### config.mk
export PLATFORM = sky130hd
export DESIGN_NAME = se_arbiter
export DESIGN_NICKNAME = d
export VERILOG_FILES = /design/src/rtl/se_arbiter_pkg.sv /design/src/rtl/se_rr_pick.sv /design/src/rtl/se_arbiter.sv
export SDC_FILE = /design/constraint.sdc
export NUM_CORES = 1
export LEC_CHECK = 0
export CAP_MARGIN = 20
export CORE_ASPECT_RATIO = 0.8
export CORE_MARGIN = 3
export CORE_UTILIZATION = 46
export CTS_BUF_LIST = sky130_fd_sc_hd__clkbuf_16
export CTS_CLUSTER_SIZE = 10
export DETAILED_ROUTE_END_ITERATION = 8
export MAX_ROUTING_LAYER = met4
export PLACE_DENSITY = 0.86
export SLEW_MARGIN = 20
export SYNTH_ARGS = -nofsm -noshare
export SYNTH_HDL_FRONTEND = slang
export SYNTH_HIERARCHICAL = 1
export SYNTH_SLANG_ARGS = --single-unit
### constraint.sdc
create_clock -name clk -period 4.3 [get_ports clk]
set_input_delay 1.29 -clock clk [delete_from_list [all_inputs] [get_ports clk]]
set_output_delay 1.29 -clock clk [all_outputs]
set_load 0.01 [all_outputs]
### src/rtl/se_arbiter_pkg.sv
// Shared definitions for the search-engine arbiter and its round-robin picker.
package se_arbiter_pkg;

    localparam int unsigned SE_MAC_W   = 48;
    localparam int unsigned SE_HASH_W  = 10;
    localparam int unsigned SE_PMAP_W  = 16;
    localparam int unsigned TOUT_CNT_W = 16;

    typedef enum logic [1:0] {
        ST_IDLE   = 2'd0,
        ST_SEARCH = 2'd1,
        ST_AGING  = 2'd2
    } se_state_t;

    // Index width for an n-entry requester vector (at least one bit).
    function automatic int unsigned se_idx_w(input int unsigned n);
        return (n > 1) ? $clog2(n) : 1;
    endfunction

endpackage

### src/rtl/se_rr_pick.sv
// Round-robin picker: first eligible index at or after rr, wrapping modulo NREQ.
module se_rr_pick
    import se_arbiter_pkg::*;
#(
    parameter int unsigned NREQ = 2,
    localparam int unsigned IDX_W = se_idx_w(NREQ)
) (
    input  logic [NREQ-1:0]  eligible,
    input  logic [IDX_W-1:0] rr,
    output logic [IDX_W-1:0] grant,
    output logic             valid
);

    // Scan from rr upward; the first hit wins.
    always_comb begin
        grant = '0;
        valid = 1'b0;
        for (int unsigned k = 0; k < NREQ; k++) begin
            if (!valid && eligible[(32'(rr) + k) % NREQ]) begin
                grant = IDX_W'((32'(rr) + k) % NREQ);
                valid = 1'b1;
            end
        end
    end

endmodule

### src/rtl/se_arbiter.sv
// Shares one hash-engine search port among NREQ frame processors and
// inserts periodic aging requests between search transactions.
module se_arbiter
    import se_arbiter_pkg::*;
#(
    parameter int unsigned NREQ         = 2,
    parameter int unsigned AGING_PERIOD = 1000000,
    parameter int unsigned TIMEOUT      = 64
) (
    input  logic                      clk,
    input  logic                      rstn,
    input  logic                      aging_en,
    input  logic [NREQ-1:0]           req_se_req,
    input  logic [SE_MAC_W*NREQ-1:0]  req_se_mac,
    input  logic [SE_HASH_W*NREQ-1:0] req_se_hash,
    input  logic [SE_PMAP_W*NREQ-1:0] req_se_portmap,
    input  logic [NREQ-1:0]           req_se_source,
    output logic [NREQ-1:0]           req_se_ack,
    output logic [NREQ-1:0]           req_se_nak,
    output logic [SE_PMAP_W-1:0]      req_se_result,
    output logic                      se_req,
    output logic [SE_MAC_W-1:0]       se_mac,
    output logic [SE_HASH_W-1:0]      se_hash,
    output logic [SE_PMAP_W-1:0]      se_portmap,
    output logic                      se_source,
    input  logic                      se_ack,
    input  logic                      se_nak,
    input  logic [SE_PMAP_W-1:0]      se_result,
    output logic                      aging_req,
    input  logic                      aging_ack,
    output logic [TOUT_CNT_W-1:0]     timeout_cnt
);

    localparam int unsigned IDX_W  = se_idx_w(NREQ);
    localparam int unsigned AGE_W  = $clog2(AGING_PERIOD + 1);
    localparam int unsigned WAIT_W = $clog2(TIMEOUT + 1);
    localparam logic [AGE_W-1:0]  AGE_LAST  = AGE_W'(AGING_PERIOD - 1);
    localparam logic [WAIT_W-1:0] WAIT_LAST = WAIT_W'(TIMEOUT - 1);

    se_state_t         state;
    logic [IDX_W-1:0]  rr;
    logic [IDX_W-1:0]  gnt;
    logic [IDX_W-1:0]  next_rr;
    logic [NREQ-1:0]   served;
    logic [NREQ-1:0]   eligible;
    logic [NREQ-1:0]   gnt_onehot;
    logic [NREQ-1:0]   done_mask;
    logic [WAIT_W-1:0] wait_cnt;
    logic [AGE_W-1:0]  age_cnt;
    logic              aging_pend;
    logic              age_wrap;
    logic              aging_take;
    logic              search_done;
    logic [IDX_W-1:0]  pick_idx;
    logic              pick_valid;

    assign eligible    = req_se_req & ~served;
    assign gnt_onehot  = NREQ'(1) << gnt;
    assign next_rr     = (gnt == IDX_W'(NREQ - 1)) ? '0 : gnt + IDX_W'(1);
    assign age_wrap    = aging_en && (age_cnt == AGE_LAST);
    assign aging_take  = (state == ST_IDLE) && aging_pend;
    assign search_done = (state == ST_SEARCH) && (se_ack || se_nak || (wait_cnt == WAIT_LAST));
    assign done_mask   = search_done ? gnt_onehot : '0;

    se_rr_pick #(.NREQ(NREQ)) u_pick (
        .eligible (eligible),
        .rr       (rr),
        .grant    (pick_idx),
        .valid    (pick_valid)
    );

    // Aging period timer and the sticky pending flag it raises on wrap.
    always_ff @(posedge clk or negedge rstn) begin
        if (!rstn) begin
            age_cnt    <= '0;
            aging_pend <= 1'b0;
        end else begin
            if (!aging_en || age_wrap)
                age_cnt <= '0;
            else
                age_cnt <= age_cnt + AGE_W'(1);
            if (aging_take)
                aging_pend <= 1'b0;
            else if (age_wrap)
                aging_pend <= 1'b1;
        end
    end

    // Served mask: set on completion, cleared (with priority) whenever the request is low.
    always_ff @(posedge clk or negedge rstn) begin
        if (!rstn)
            served <= '0;
        else
            served <= (served | done_mask) & req_se_req;
    end

    // Main FSM: grant/latch, run one search or one aging request, pulse the response.
    always_ff @(posedge clk or negedge rstn) begin
        if (!rstn) begin
            state         <= ST_IDLE;
            rr            <= '0;
            gnt           <= '0;
            wait_cnt      <= '0;
            se_req        <= 1'b0;
            se_mac        <= '0;
            se_hash       <= '0;
            se_portmap    <= '0;
            se_source     <= 1'b0;
            aging_req     <= 1'b0;
            req_se_ack    <= '0;
            req_se_nak    <= '0;
            req_se_result <= '0;
            timeout_cnt   <= '0;
        end else begin
            req_se_ack <= '0;
            req_se_nak <= '0;
            case (state)
                ST_IDLE: begin
                    if (aging_pend) begin
                        aging_req <= 1'b1;
                        state     <= ST_AGING;
                    end else if (pick_valid) begin
                        gnt        <= pick_idx;
                        se_mac     <= req_se_mac[32'(pick_idx)*SE_MAC_W +: SE_MAC_W];
                        se_hash    <= req_se_hash[32'(pick_idx)*SE_HASH_W +: SE_HASH_W];
                        se_portmap <= req_se_portmap[32'(pick_idx)*SE_PMAP_W +: SE_PMAP_W];
                        se_source  <= req_se_source[pick_idx];
                        se_req     <= 1'b1;
                        wait_cnt   <= '0;
                        state      <= ST_SEARCH;
                    end
                end
                ST_SEARCH: begin
                    if (se_ack) begin
                        se_req        <= 1'b0;
                        req_se_ack    <= gnt_onehot;
                        req_se_result <= se_result;
                        rr            <= next_rr;
                        state         <= ST_IDLE;
                    end else if (se_nak) begin
                        se_req     <= 1'b0;
                        req_se_nak <= gnt_onehot;
                        rr         <= next_rr;
                        state      <= ST_IDLE;
                    end else if (wait_cnt == WAIT_LAST) begin
                        se_req     <= 1'b0;
                        req_se_nak <= gnt_onehot;
                        rr         <= next_rr;
                        state      <= ST_IDLE;
                        if (timeout_cnt != '1)
                            timeout_cnt <= timeout_cnt + TOUT_CNT_W'(1);
                    end else begin
                        wait_cnt <= wait_cnt + WAIT_W'(1);
                    end
                end
                ST_AGING: begin
                    if (aging_ack) begin
                        aging_req <= 1'b0;
                        state     <= ST_IDLE;
                    end
                end
                default: state <= ST_IDLE;
            endcase
        end
    end

endmodule

After elaboration in Yosys (flattened, before gate mapping)

Cells that the tools add are included.

Multiplexer cells: 46
Eq/ne operators: 14
Bitwise gates (word level): 7
Reductions and logical operators: 22
Order comparisons: 3
Shifts and indexed selects: 4
Multipliers: 2
Add/subtract/negate cells: 5

Operators with widths:

| operator                                                             | count |
|---|---|
| 96-bit by 8-bit variable part select with 48-bit output              | 1 |
| 7-bit two-way mux                                                    | 5 |
| 32-bit by 6-bit variable part select with 16-bit output              | 1 |
| 2-bit two-way mux                                                    | 13 |
| 1-bit two-way mux                                                    | 23 |
| 20-bit by 1-bit adder with 20-bit output, second input constant      | 1 |
| 20-bit == test, second input constant                                | 1 |
| 20-bit two-way mux                                                   | 1 |
| 20-bit by 6-bit variable part select with 10-bit output              | 1 |
| 16-bit by 1-bit adder with 16-bit output, second input constant      | 1 |
| 16-bit inequality test, second input constant                        | 1 |
| 2-bit inequality test, second input constant                         | 7 |
| 7-bit case mux with 2 select lines                                   | 1 |
| 3-bit AND reduction                                                  | 3 |
| 7-bit by 1-bit adder with 7-bit output, second input constant        | 1 |
| 7-bit by 6-bit == test with 1-bit output, second input constant      | 1 |
| 1-bit by 2-bit < comparator with 1-bit output, second input constant | 3 |
| 2-bit case mux with 3 select lines                                   | 1 |
| 6-bit AND reduction                                                  | 1 |
| 2-bit nonzero test                                                   | 3 |
| 5-bit AND reduction                                                  | 1 |
| 2-bit AND                                                            | 2 |
| 1-bit logical AND                                                    | 4 |
| 1-bit by 3-bit multiplier with 4-bit output, second input constant   | 1 |
| other kinds (17)                                                     | 25 |

Register bits: 147
Output and inout bits: 113
Bits of input ports: 174

Depth between registers and ports, before layout

Gate-level depths: netlist (run 1).

Depth after elaboration: 11
Gate-level depth with buffers: 7
Mapped depth without buffers: 6

Modules after synthesis

The synthesis (run 1) kept the hierarchy.

Modules (own cells, without submodules):

| module     | seq. area each (um^2) | area each (um^2) | cells each | times used |
|---|---|---|---|---|
| se_arbiter | 3678.5                | 6663.9           | 624        | 1 |
| se_rr_pick | 0.0                   | 17.5             | 3          | 1 |

Least setup slack after synthesis (run 1)

Ideal clock, no wire load.

Kind: input port to flip-flop
Start: in se_ack
End: reg timeout_cnt[13]
Data arrival time: 2.882 ns
Stages: 5
Setup slack: 1.339 ns
Setup time: 0.079 ns
Data required time: 4.221 ns
Cell sequence: buf_2 > or4b_4 > or4_4 > and4bb_2 > xor2_1

Word-level cells in the longest chain between the ends: 2

RTL lines:

| what                                 | RTL line          | RTL |
|---|---|---|
| start, declared                      | se_arbiter.sv:26  | `input logic se_ack,` |
| 1-bit NOT (no source line)           | n/a               |  |
| 5-bit AND reduction (no source line) | n/a               |  |
| end signal, assigned                 | se_arbiter.sv:151 | `timeout_cnt <= timeout_cnt + TOUT_CNT_W'(1);` |
| end, declared                        | se_arbiter.sv:31  | `output logic [TOUT_CNT_W-1:0] timeout_cnt` |

No other way between the ends.
A chain may end at the register's enable or synchronous reset.

Final worst setup path (run 1)

Start: in se_ack
End: reg timeout_cnt[1]

The elaborated chain is that of the path after synthesis.

==> impl_results.md, run 1 <==
- Compound-cell area share of the yosys netlist: 9.588%
- Post-route insts no fill: 1,097
- Post-CTS clock slew at the launch and capture registers of the worst setup and hold paths: about 60 ps
- Commonest non-fill, non-tap cells in the layout: sky130_fd_sc_hd__clkdlybuf4s50_1, sky130_fd_sc_hd__dfrtp_1, sky130_fd_sc_hd__nand2_1, sky130_fd_sc_hd__o21ai_0, sky130_fd_sc_hd__mux2i_1
- Vias in the first global route: about 5,600
- Worst-case vdd ir drop: between 0.3 and 0.4 mV
- Flop and latch count out of synthesis: 147
- EDFF count, synth: 0
- Antenna violations before repair: 0
- Critical path endpoint category: flop
- Netlist cell types: just under 50
- Worst endpoint data arrival time: 3370 ps
- Prevailing post-synth register cell: sky130_fd_sc_hd__dfrtp_1
- Crit path max fanout: 8
- Post-synthesis simple-gate area fraction: between 10% and 20%
- Area grow syn2layout: 54.61%
- Effective utilization at floorplan: around half
- Die H: between 100 and 150 um
- Power per cell area: approximately 570 mW/mm^2
- Via density per instance: between 5 and 6
- CTS H-Tree Depth: 4
- Largest net degree at the start of global routing: 84
- Arithmetic-cell share of the synthesized area counting full adders, half adders and majority gates: less than 1%
- Number of sinks driven by the clock tree: between 100 and 150
- Global route overflow: 0
- Portion of netlist area occupied by mux cells: between 10 and 15%
- Number of top-level design ports: around 290
- Main combinational cell family by area after synthesis: simple AND/OR/NAND/NOR gates
- Most common cell after layout, fill and taps aside: sky130_fd_sc_hd__clkdlybuf4s50_1
- Synth Area in XOR/XNOR: under 10%
- First-pass detailed-route iteration total: 4
- Rows: 38
- Final cycle utilization of the critical path: a little under three quarters
- Synth Cell Area: 0.006681 sq mm
- Final-layout worst hold slack: between 400 and 500 ps
- Post-Synthesis Mean Instance Area: approximately 11 sq um
- Buffer type at the clock tree root: sky130_fd_sc_hd__clkbuf_16
- Clock tree from TritonCTS: built
- Required arrival time at the worst endpoint: about 4600 ps
- Setup crit start kind: primary input
- Setup slack of the worst register-to-register path: ~2200 ps
- Post-Place Cells: roughly 1,100
- Final wirelength: roughly 18,000 um
- Total leakage power: 4.449 nW
- Warnings from Yosys: 6
- Per-cell routed wire length: approximately 17 um
- Outcome: completed
- First-pass GRT wire length: about 28,000 um
- Total number of vias: 5,685
- Placeable core region: roughly 0.014 sq mm
- Global-route usage over all layers: roughly 23%
- Die boundary width: between 100 and 150 um
- Setup_tns: 0 ps
- Die Outline Area: between 0.015 and 0.02 sq mm
- Final worst clock skew: 11.24 ps
- Routability Congestion: ~0.83
- Max Root-Sink Buffers: 2
- Resized Gates After CTS: 0
- Category of the most critical setup path: in -> reg
- Post-CTS setup buffers: 0
- Estimated wirelength of the detail-placed design: 13,660 um
- Synthesized Nets: approximately 800
- Area post-placement: 0.009747 sq mm
- Post-Syn Instances: 627
- Fin. Hold Viols: 0
- Port buffer count: around 290
- Hold Buf Count CTS: 0
- Clock latency of the later-clocked register in the worst-skew pair: 410 ps
- Diode insertion count for antenna repair: 0
- Max-slew headroom: 48.86%
- Worst hold path type: reg -> reg
- Nets@finish: ~1,100
- Final instance area: around 0.010 sq mm
- RSZ-0062 raised after global routing: no
- Max-slew violation count: 0
- Final setup fails: 0
- Post-synthesis sequential area ratio: between 50 and 60%
- Synth async-reset ratio: 100.0%
- Worst Max-Slew Pin Slew: roughly 770 ps
- Starting DRC count in detailed routing: 302
- Detail Route Antenna Nets: 0
- Final core utilization: roughly three quarters
- Fraction of final layout cells with drive strength greater than 1: 7.088%
- Final worst path period need: roughly 3000 ps
- Maximum capacitance violations: 0
- Total DRC errors in the routed layout: 0
- Total clock buffers created by CTS: 17
- Max Clk Rate: ~330 MHz
critical path: stages:
cell and delay (ps):
sky130_fd_sc_hd__clkdlybuf4s50_1 530, sky130_fd_sc_hd__or4b_4 570, sky130_fd_sc_hd__or3_1 420, sky130_fd_sc_hd__nor2_1 200, sky130_fd_sc_hd__mux2_2 350
kinds of logic after synthesis:
logic type,Yosys count
simple gates,200
flops,147
compound gates,115
mux,92
buf+inv,43
xor+xnor,27
fa+ha+maj,3
layer usage:
metal  vias up  part of all wire (%)  global-route usage, %
met3        25                   8.7                  7.795
li1       2761                     -                      -
met4         0                   1.9                  7.166
met2       228                    48                  36.86
met1      2671                    42                  27.94
met5         -                     0                      -
stage by stage:
stage | setup slack (ps) | total power [W]
3_5_place_dp | 809.2 | 0.004431
6_report | 1224 | 0.005841
4_1_cts | 1235 | 0.005899
2_1_floorplan | 1339 | 0.003085
5_1_grt | 1142 | 0.006200
3_3_place_gp | 866.6 | 0.004371
power by group:
group	total, W	switching [W]	internal (W)
Combinational	0.00228	0.00104	0.00124
Sequential	0.00211	0.000261	0.00185
Clock	0.00145	0.000592	0.000859
worst paths after layout:
kind                            startpoint  cells past startpoint               end
max in group asynchronous             rstn                      2        se_mac[18]
min in group asynchronous             rstn                      1  req_se_result[6]
worst max-delay path                se_ack                      5    timeout_cnt[1]
worst max register to register    state[1]                      4    timeout_cnt[1]
worst min-delay path            se_mac[24]                      2        se_mac[24]
worst min register to register  se_mac[24]                      2        se_mac[24]
registers in the layout, indices dropped and copies added, names as in the netlist:
register / flops
aging_pend: 1
aging_req: 1
wait_cnt: 7
served: 2
state: 2
se_portmap: 16
gnt: 1
se_req: 1
req_se_ack: 2
age_cnt: 20
se_mac: 48
se_source: 1
timeout_cnt: 16
se_hash: 10
req_se_nak: 2
req_se_result: 16
rr: 1
cells in the mapped netlist (3+ instances only):
cell type,count,area (sq um)
sky130_fd_sc_hd__a21oi_1,8,40.04
sky130_fd_sc_hd__and2_1,3,18.77
sky130_fd_sc_hd__and3_1,7,43.79
sky130_fd_sc_hd__and4_1,5,43.79
sky130_fd_sc_hd__buf_1,5,18.77
sky130_fd_sc_hd__clkbuf_1,26,97.59
sky130_fd_sc_hd__dfrtp_1,147,3679
sky130_fd_sc_hd__ha_1,3,37.54
sky130_fd_sc_hd__inv_1,10,37.54
sky130_fd_sc_hd__mux2_2,17,191.4
sky130_fd_sc_hd__mux2i_1,75,750.7
sky130_fd_sc_hd__nand2_1,90,337.8
sky130_fd_sc_hd__nand3_1,18,90.09
sky130_fd_sc_hd__nand4_1,13,81.33
sky130_fd_sc_hd__nand4b_1,3,26.28
sky130_fd_sc_hd__nor2_1,27,101.4
sky130_fd_sc_hd__nor2b_1,3,18.77
sky130_fd_sc_hd__nor3_1,8,40.04
sky130_fd_sc_hd__nor4_1,7,43.79
sky130_fd_sc_hd__nor4b_1,3,26.28
sky130_fd_sc_hd__o21ai_0,84,420.4
sky130_fd_sc_hd__o31ai_1,3,22.52
sky130_fd_sc_hd__or3_1,3,18.77
sky130_fd_sc_hd__xnor2_1,8,70.07
sky130_fd_sc_hd__xor2_1,19,166.4
final cells by class:
| type | count | area, sq um |
|---|---|---|
| Clock inverter | 15 | 157.7 |
| Sequential cell | 147 | 3679 |
| Multi-Input combinational cell | 437 | 2867 |
| Timing Repair Buffer | 291 | 2939 |
| Fill cell | 985 | 3553 |
| Clock buffer | 17 | 425.4 |
| Tap cell | 180 | 225.2 |
| Inverter | 10 | 37.54 |
No activity file was read; power rests on OpenSTA's default activity.
==> run 2: changes to the inputs <==
--- a/config.mk
+++ b/config.mk
@@ -8,12 +8,12 @@
 export CAP_MARGIN = 20
 export CORE_ASPECT_RATIO = 0.8
 export CORE_MARGIN = 3
-export CORE_UTILIZATION = 46
+export CORE_UTILIZATION = 43
 export CTS_BUF_LIST = sky130_fd_sc_hd__clkbuf_16
 export CTS_CLUSTER_SIZE = 10
 export DETAILED_ROUTE_END_ITERATION = 8
 export MAX_ROUTING_LAYER = met4
-export PLACE_DENSITY = 0.86
+export PLACE_DENSITY = 0.81
 export SLEW_MARGIN = 20
 export SYNTH_ARGS = -nofsm -noshare
 export SYNTH_HDL_FRONTEND = slang
==> constraint.sdc (replaced) <==
create_clock -name clk -period 2.9 [get_ports clk]
set_input_delay 0.87 -clock clk [delete_from_list [all_inputs] [get_ports clk]]
set_output_delay 0.87 -clock clk [all_outputs]
set_load 0.01 [all_outputs]
==> impl_results.md, run 2 (synthesized netlist as in run 1, its figures left out) <==
- Post-CTS setup buffers: 0
- Detail Route Antenna Nets: 0
- Comb power frac: between 40% and 50%
- Final worst clock skew: approximately 8.5 ps
- Worst endpoint data arrival time: about 2900 ps
- Total number of vias: between 5,000 and 6,000
- Max Root-Sink Buffers: 2
- Die Outline Area: approximately 0.017 sq mm
- CP max stage cell: sky130_fd_sc_hd__or4b_4
- Critical path endpoint category: flop
- Resized Gates After CTS: 0
- Worst hold path type: in -> async
- Crit path max fanout: 3
- Number of flip-flops in the largest register: 48
- Buffer type at the clock tree root: sky130_fd_sc_hd__clkbuf_16
- Required arrival time at the worst endpoint: ~3200 ps
- Setup slack of the worst register-to-register path: ~570 ps
- Cell-internal power: between 0.005 and 0.006 W
- Worst Max-Slew Pin Slew: around 800 ps
- Worst-case vdd ir drop: just under 0.4 mV
- Outcome: completed
- Global-route usage over all layers: 22.29%
- Diode insertion count for antenna repair: 0
- Sequential power share: 36.1%
- Port buffer count: 286
- Final setup fails: 0
- Clock latency of the later-clocked register in the worst-skew pair: roughly 400 ps
- Clock tree from TritonCTS: built
- Die boundary width: around 150 um
- Source of the worst register-to-register timing path: timeout_cnt[0]
- First-pass GRT wire length: 29,610 um
- Total DRC errors in the routed layout: 0
- Fin. Hold Viols: 0
- Register with the most flip-flops: se_mac
- Final wirelength: between 15,000 and 20,000 um
- Final worst path period need: 2524 ps
- Number of top-level design ports: 287
- Rows: 40
- Effective utilization at floorplan: 44.21%
- Switch Pwr: roughly 0.0027 W
- Estimated wirelength of the detail-placed design: ~14,000 um
- Power after layout: 0.008624 W
- Max-slew headroom: between 40% and 50%
- Final cycle utilization of the critical path: around 87%
- Max-slew violation count: 0
- Crit Reg-Reg Endpoint: timeout_cnt[13]
- Nets@finish: ~1,100
- Final-layout worst hold slack: 348.8 ps
- RSZ-0062 raised after global routing: no
- Stage delay of the slowest cell on the critical path: about 560 ps
- Die H: around 120 um
- Maximum capacitance violations: 0
- Category of the most critical setup path: in -> reg
- Total leakage power: ~4.5 nW
- Fraction of final layout cells with drive strength greater than 1: under 10%
- Regs by FF count: se_mac (48), age_cnt (20)
- FF-to-FF path depth: 6
- Setup slack of the critical path after layout: about 380 ps
- Area post-placement: 0.009913 sq mm
- Post-CTS clock slew at the launch and capture registers of the worst setup and hold paths: 60 ps
- Area grow syn2layout: 56.63%
- Hold Buf Count CTS: 0
- Global route overflow: 0
- Placeable core region: about 0.015 sq mm
- Vias in the first global route: 5,664
- Starting DRC count in detailed routing: between 300 and 400
- Largest net degree at the start of global routing: slightly above 60
- Via density per instance: 4.953
- Part of the total power dissipated in the clock network: a little under a quarter
- Antenna violations before repair: 0
- CTS H-Tree Depth: 4
- First-pass detailed-route iteration total: 4
- Most common cell after layout, fill and taps aside: sky130_fd_sc_hd__clkdlybuf4s50_1
- Total clock buffers created by CTS: 17
- Commonest non-fill, non-tap cells in the layout: sky130_fd_sc_hd__clkdlybuf4s50_1, sky130_fd_sc_hd__dfrtp_1, sky130_fd_sc_hd__nand2_1, sky130_fd_sc_hd__o21ai_0, sky130_fd_sc_hd__mux2i_1
- Number of sinks driven by the clock tree: between 100 and 150
- Final instance area: ~0.010 sq mm
- Filler cell count in the final layout: ~1,200
- Power per cell area: between 800 and 900 mW/mm^2
- Setup crit start kind: primary input
- Routability Congestion: roughly 0.86
- Cell chain of the critical path: clkdlybuf4s50_1, or4b_4, or3_1, buf_4, nor3b_1, xor2_1
- Switching Fraction: approximately a third
- Per-cell routed wire length: between 15 and 20 um
- Pre-CTS setup slack: -57.76 ps
- Max Clk Rate: just under 400 MHz
run 2: power by group through the flow:
stage | logic [W] | registers, W | clock network (W)
after CTS | 0.00350 | 0.00313 | 0.00211
after global routing | 0.00373 | 0.00322 | 0.00220
after global placement | 0.00343 | 0.00312 | 0
after detailed placement | 0.00349 | 0.00315 | 0
after floorplan | 0.00114 | 0.00343 | 0
final | 0.00345 | 0.00311 | 0.00206
run 2: worst max path at each step:
stage                      start              end  slack, ps  cells past startpoint
after global placement    se_nak  timeout_cnt[15]        -20                      5
after CTS                 se_nak   timeout_cnt[9]        410                      5
final                     se_nak   timeout_cnt[2]        380                      6
after global routing      se_nak  timeout_cnt[13]        320                      5
after detailed placement  se_nak   timeout_cnt[9]        -60                      5
after floorplan           se_ack  timeout_cnt[13]        360                      5
run 2: layer usage:
layer  up-vias  wire length (um)  GRT usage [%]
met1      2631              7757          27.48
met5         -                 0              -
met2       206              9021          36.65
met4         0               158          4.982
li1       2786                 -              -
met3        13              1223          6.697
run 2: per-stage QoR:
step	util (%)	cells	TNS, ps
6_report	69.24	1138	0
5_1_grt	69.24	1138	0
4_1_cts	69.24	1138	0
3_5_place_dp	65.59	1106	-108.0
3_3_place_gp	65.59	1106	-32.66
2_1_floorplan	-	627	0
run 2: critical path: cells and delay by family:
family	cells	cell delay, ps
XOR/XNOR	1	170
buffers and inverters	2	590
AND/OR/NAND/NOR	3	1220
run 2: layout make-up:
cell class                      count  area (sq um)  area share, %
Clock buffer                       17         425.4          4.065
Clock inverter                     15         126.4          1.208
Inverter                           10         37.54         0.3587
Multi-Input combinational cell    437          2863          27.36
Sequential cell                   147          3679          35.15
Tap cell                          210         262.8          2.511
Timing Repair Buffer              302          3072          29.35
==> run 3: changes to the inputs <==
--- a/config.mk
+++ b/config.mk
@@ -8,12 +8,12 @@
 export CAP_MARGIN = 20
 export CORE_ASPECT_RATIO = 0.8
 export CORE_MARGIN = 3
-export CORE_UTILIZATION = 43
-export CTS_BUF_LIST = sky130_fd_sc_hd__clkbuf_16
+export CORE_UTILIZATION = 44
+export CTS_BUF_LIST = sky130_fd_sc_hd__clkbuf_8
 export CTS_CLUSTER_SIZE = 10
 export DETAILED_ROUTE_END_ITERATION = 8
 export MAX_ROUTING_LAYER = met4
-export PLACE_DENSITY = 0.81
+export PLACE_DENSITY = 0.83
 export SLEW_MARGIN = 20
 export SYNTH_ARGS = -nofsm -noshare
 export SYNTH_HDL_FRONTEND = slang
==> impl_results.md, run 3 (synthesized netlist as in run 1, its figures left out) <==
- Port buffer count: 286
- Area grow syn2layout: 54.66%
- Placeable core region: between 0.01 and 0.015 sq mm
- Max-slew violation count: 0
- Die boundary width: around 140 um
- First-pass GRT wire length: between 20,000 and 30,000 um
- Register with the most flip-flops: se_mac
- Source of the worst register-to-register timing path: state[1]
- Die H: approximately 120 um
- Final wirelength: 18,190 um
- Fraction of final layout cells with drive strength greater than 1: 8.378%
- Category of the most critical setup path: in -> reg
- Rows: 39
- Effective utilization at floorplan: between 40% and 50%
- Largest net degree at the start of global routing: 71
- Regs by FF count: se_mac (48), age_cnt (20)
- Buffer type at the clock tree root: sky130_fd_sc_hd__clkbuf_8
- Power per cell area: ~800 mW/mm^2
- Kind of cell with the highest combined delay on the critical path: simple AND/OR/NAND/NOR gates
- Power after layout: ~0.0082 W
- Routability Congestion: approximately 0.86
- Crit path max fanout: 6
- RSZ-0062 raised after global routing: no
- Critical path endpoint category: flop
- Worst endpoint data arrival time: ~2900 ps
- Final setup fails: 0
- Number of sinks driven by the clock tree: 147
- Vias in the first global route: roughly 5,600
- Critical path buffers and inverters: 1
- Die Outline Area: ~0.017 sq mm
- Number of flip-flops in the largest register: between 40 and 50
- Worst-case vdd ir drop: approximately 0.37 mV
- Total leakage power: between 4 and 5 nW
- Global-route usage over all layers: between 20% and 30%
- Via density per instance: 5.053
- FF-to-FF path depth: 4
- Final cycle utilization of the critical path: roughly 87%
- Total DRC errors in the routed layout: 0
- Total clock buffers created by CTS: 17
- Max Root-Sink Buffers: 2
- Stage delay of the slowest cell on the critical path: ~550 ps
- Number of top-level design ports: 287
- Setup slack of the worst register-to-register path: approximately 730 ps
- CP max stage cell: sky130_fd_sc_hd__or4b_4
- Maximum capacitance violations: 0
- Clock latency of the later-clocked register in the worst-skew pair: roughly 430 ps
- Detail Route Antenna Nets: 0
- Filler cell count in the final layout: between 1,000 and 1,500
- Total number of vias: 5,639
- Required arrival time at the worst endpoint: 3250 ps
- Global route overflow: 0
- Fin. Hold Viols: 0
- Worst Max-Slew Pin Slew: between 600 and 700 ps
- Worst hold path type: in -> async
- Launching element of the worst setup path: se_nak
- Starting DRC count in detailed routing: between 300 and 400
- Clock tree from TritonCTS: built
- Post-CTS clock slew at the launch and capture registers of the worst setup and hold paths: 90 ps
- Setup crit start kind: primary input
- Commonest non-fill, non-tap cells in the layout: sky130_fd_sc_hd__clkdlybuf4s50_1, sky130_fd_sc_hd__dfrtp_1, sky130_fd_sc_hd__nand2_1, sky130_fd_sc_hd__o21ai_0, sky130_fd_sc_hd__mux2i_1
- Max-slew headroom: a little under 60%
- FF/Latch Area: 0.003679 sq mm
- Estimated wirelength of the detail-placed design: about 14,000 um
- Final-layout worst hold slack: ~390 ps
- Antenna violations before repair: 0
- Outcome: completed
- Nets@finish: ~1,100
- Crit Reg-Reg Endpoint: timeout_cnt[13]
- CTS H-Tree Depth: 4
- Max Clk Rate: ~400 MHz
- Most common cell after layout, fill and taps aside: sky130_fd_sc_hd__clkdlybuf4s50_1
- Final worst path period need: 2521 ps
- Post-CTS setup buffers: 0
- Combined area of the multi-input logic cells: 0.002863 sq mm
- Resized Gates After CTS: 0
- Per-cell routed wire length: about 16 um
- Cell chain of the critical path: clkdlybuf4s50_1, or4b_4, or4_4, and4bb_2, xor2_1
- Final worst clock skew: roughly 17 ps
- First-pass detailed-route iteration total: 4
- Hold Buf Count CTS: 0
[run 3: cell types whose count changed in the layout (fill, tap and decap cells not counted), sizes merged]
cell | previous run | this run
diode | 0 | 1
clkinv | 10 | 3
clkbuf | 17 | 18
bufinv | 2 | 3
inv | 13 | 14
buf | 17 | 21
clkinvlp | 0 | 3
[run 3: stage by stage]
step                TNS (ps)  area, sq um  util (%)  cells  setup WS (ps)
floorplan                  0         6681         -    627          358.6
global placement      -2.130         9923     68.01   1084         -2.130
detailed placement    -77.34         9923     68.01   1084         -59.50
CTS                        0        10330     70.81   1115          404.6
global route               0        10330     70.81   1115          387.3
finish                     0        10330     70.83   1116          378.8
[run 3: worst max-delay path by stage]
| stage | slack, ps | end | cells past startpoint |
|---|---|---|---|
| finish | 380 | timeout_cnt[13] | 5 |
| global route | 390 | timeout_cnt[11] | 5 |
| CTS | 400 | timeout_cnt[13] | 5 |
| detailed placement | -60 | timeout_cnt[13] | 5 |
| global placement | -2 | timeout_cnt[13] | 5 |
| floorplan | 360 | timeout_cnt[13] | 5 |
[run 3: worst reg2reg max path, delay by kind of cell, from the launching register on]
kind	cells	cell delay (ps)
simple gates	3	1440
xor+xnor	1	160
flops	1	480
[run 3: area by class of cell]
type                       instances  share of cell area [%]
tap                              184                   2.228
inverter                          10                  0.3632
timing repair buffer             306                   30.14
multi-input combinational        437                   27.70
sequential                       147                   35.60
clock inverter                    13                   1.550
clock buffer                      18                   2.397
antenna                            1                 0.02422
[run 3: metal layers]
metal | share of wire [%] | GRT usage (%) | vias up
li1 | - | - | 2790
met1 | 42 | 27.00 | 2594
met2 | 48 | 36.28 | 227
met3 | 7.5 | 6.181 | 28
met4 | 2.5 | 7.403 | 0
met5 | 0 | - | -
[run 3: power breakdown]
group	switching [W]	internal (W)	total, W
sequential	0.000377	0.00274	0.00311
combinational	0.00154	0.00192	0.00346
clock	0.000777	0.000870	0.00165
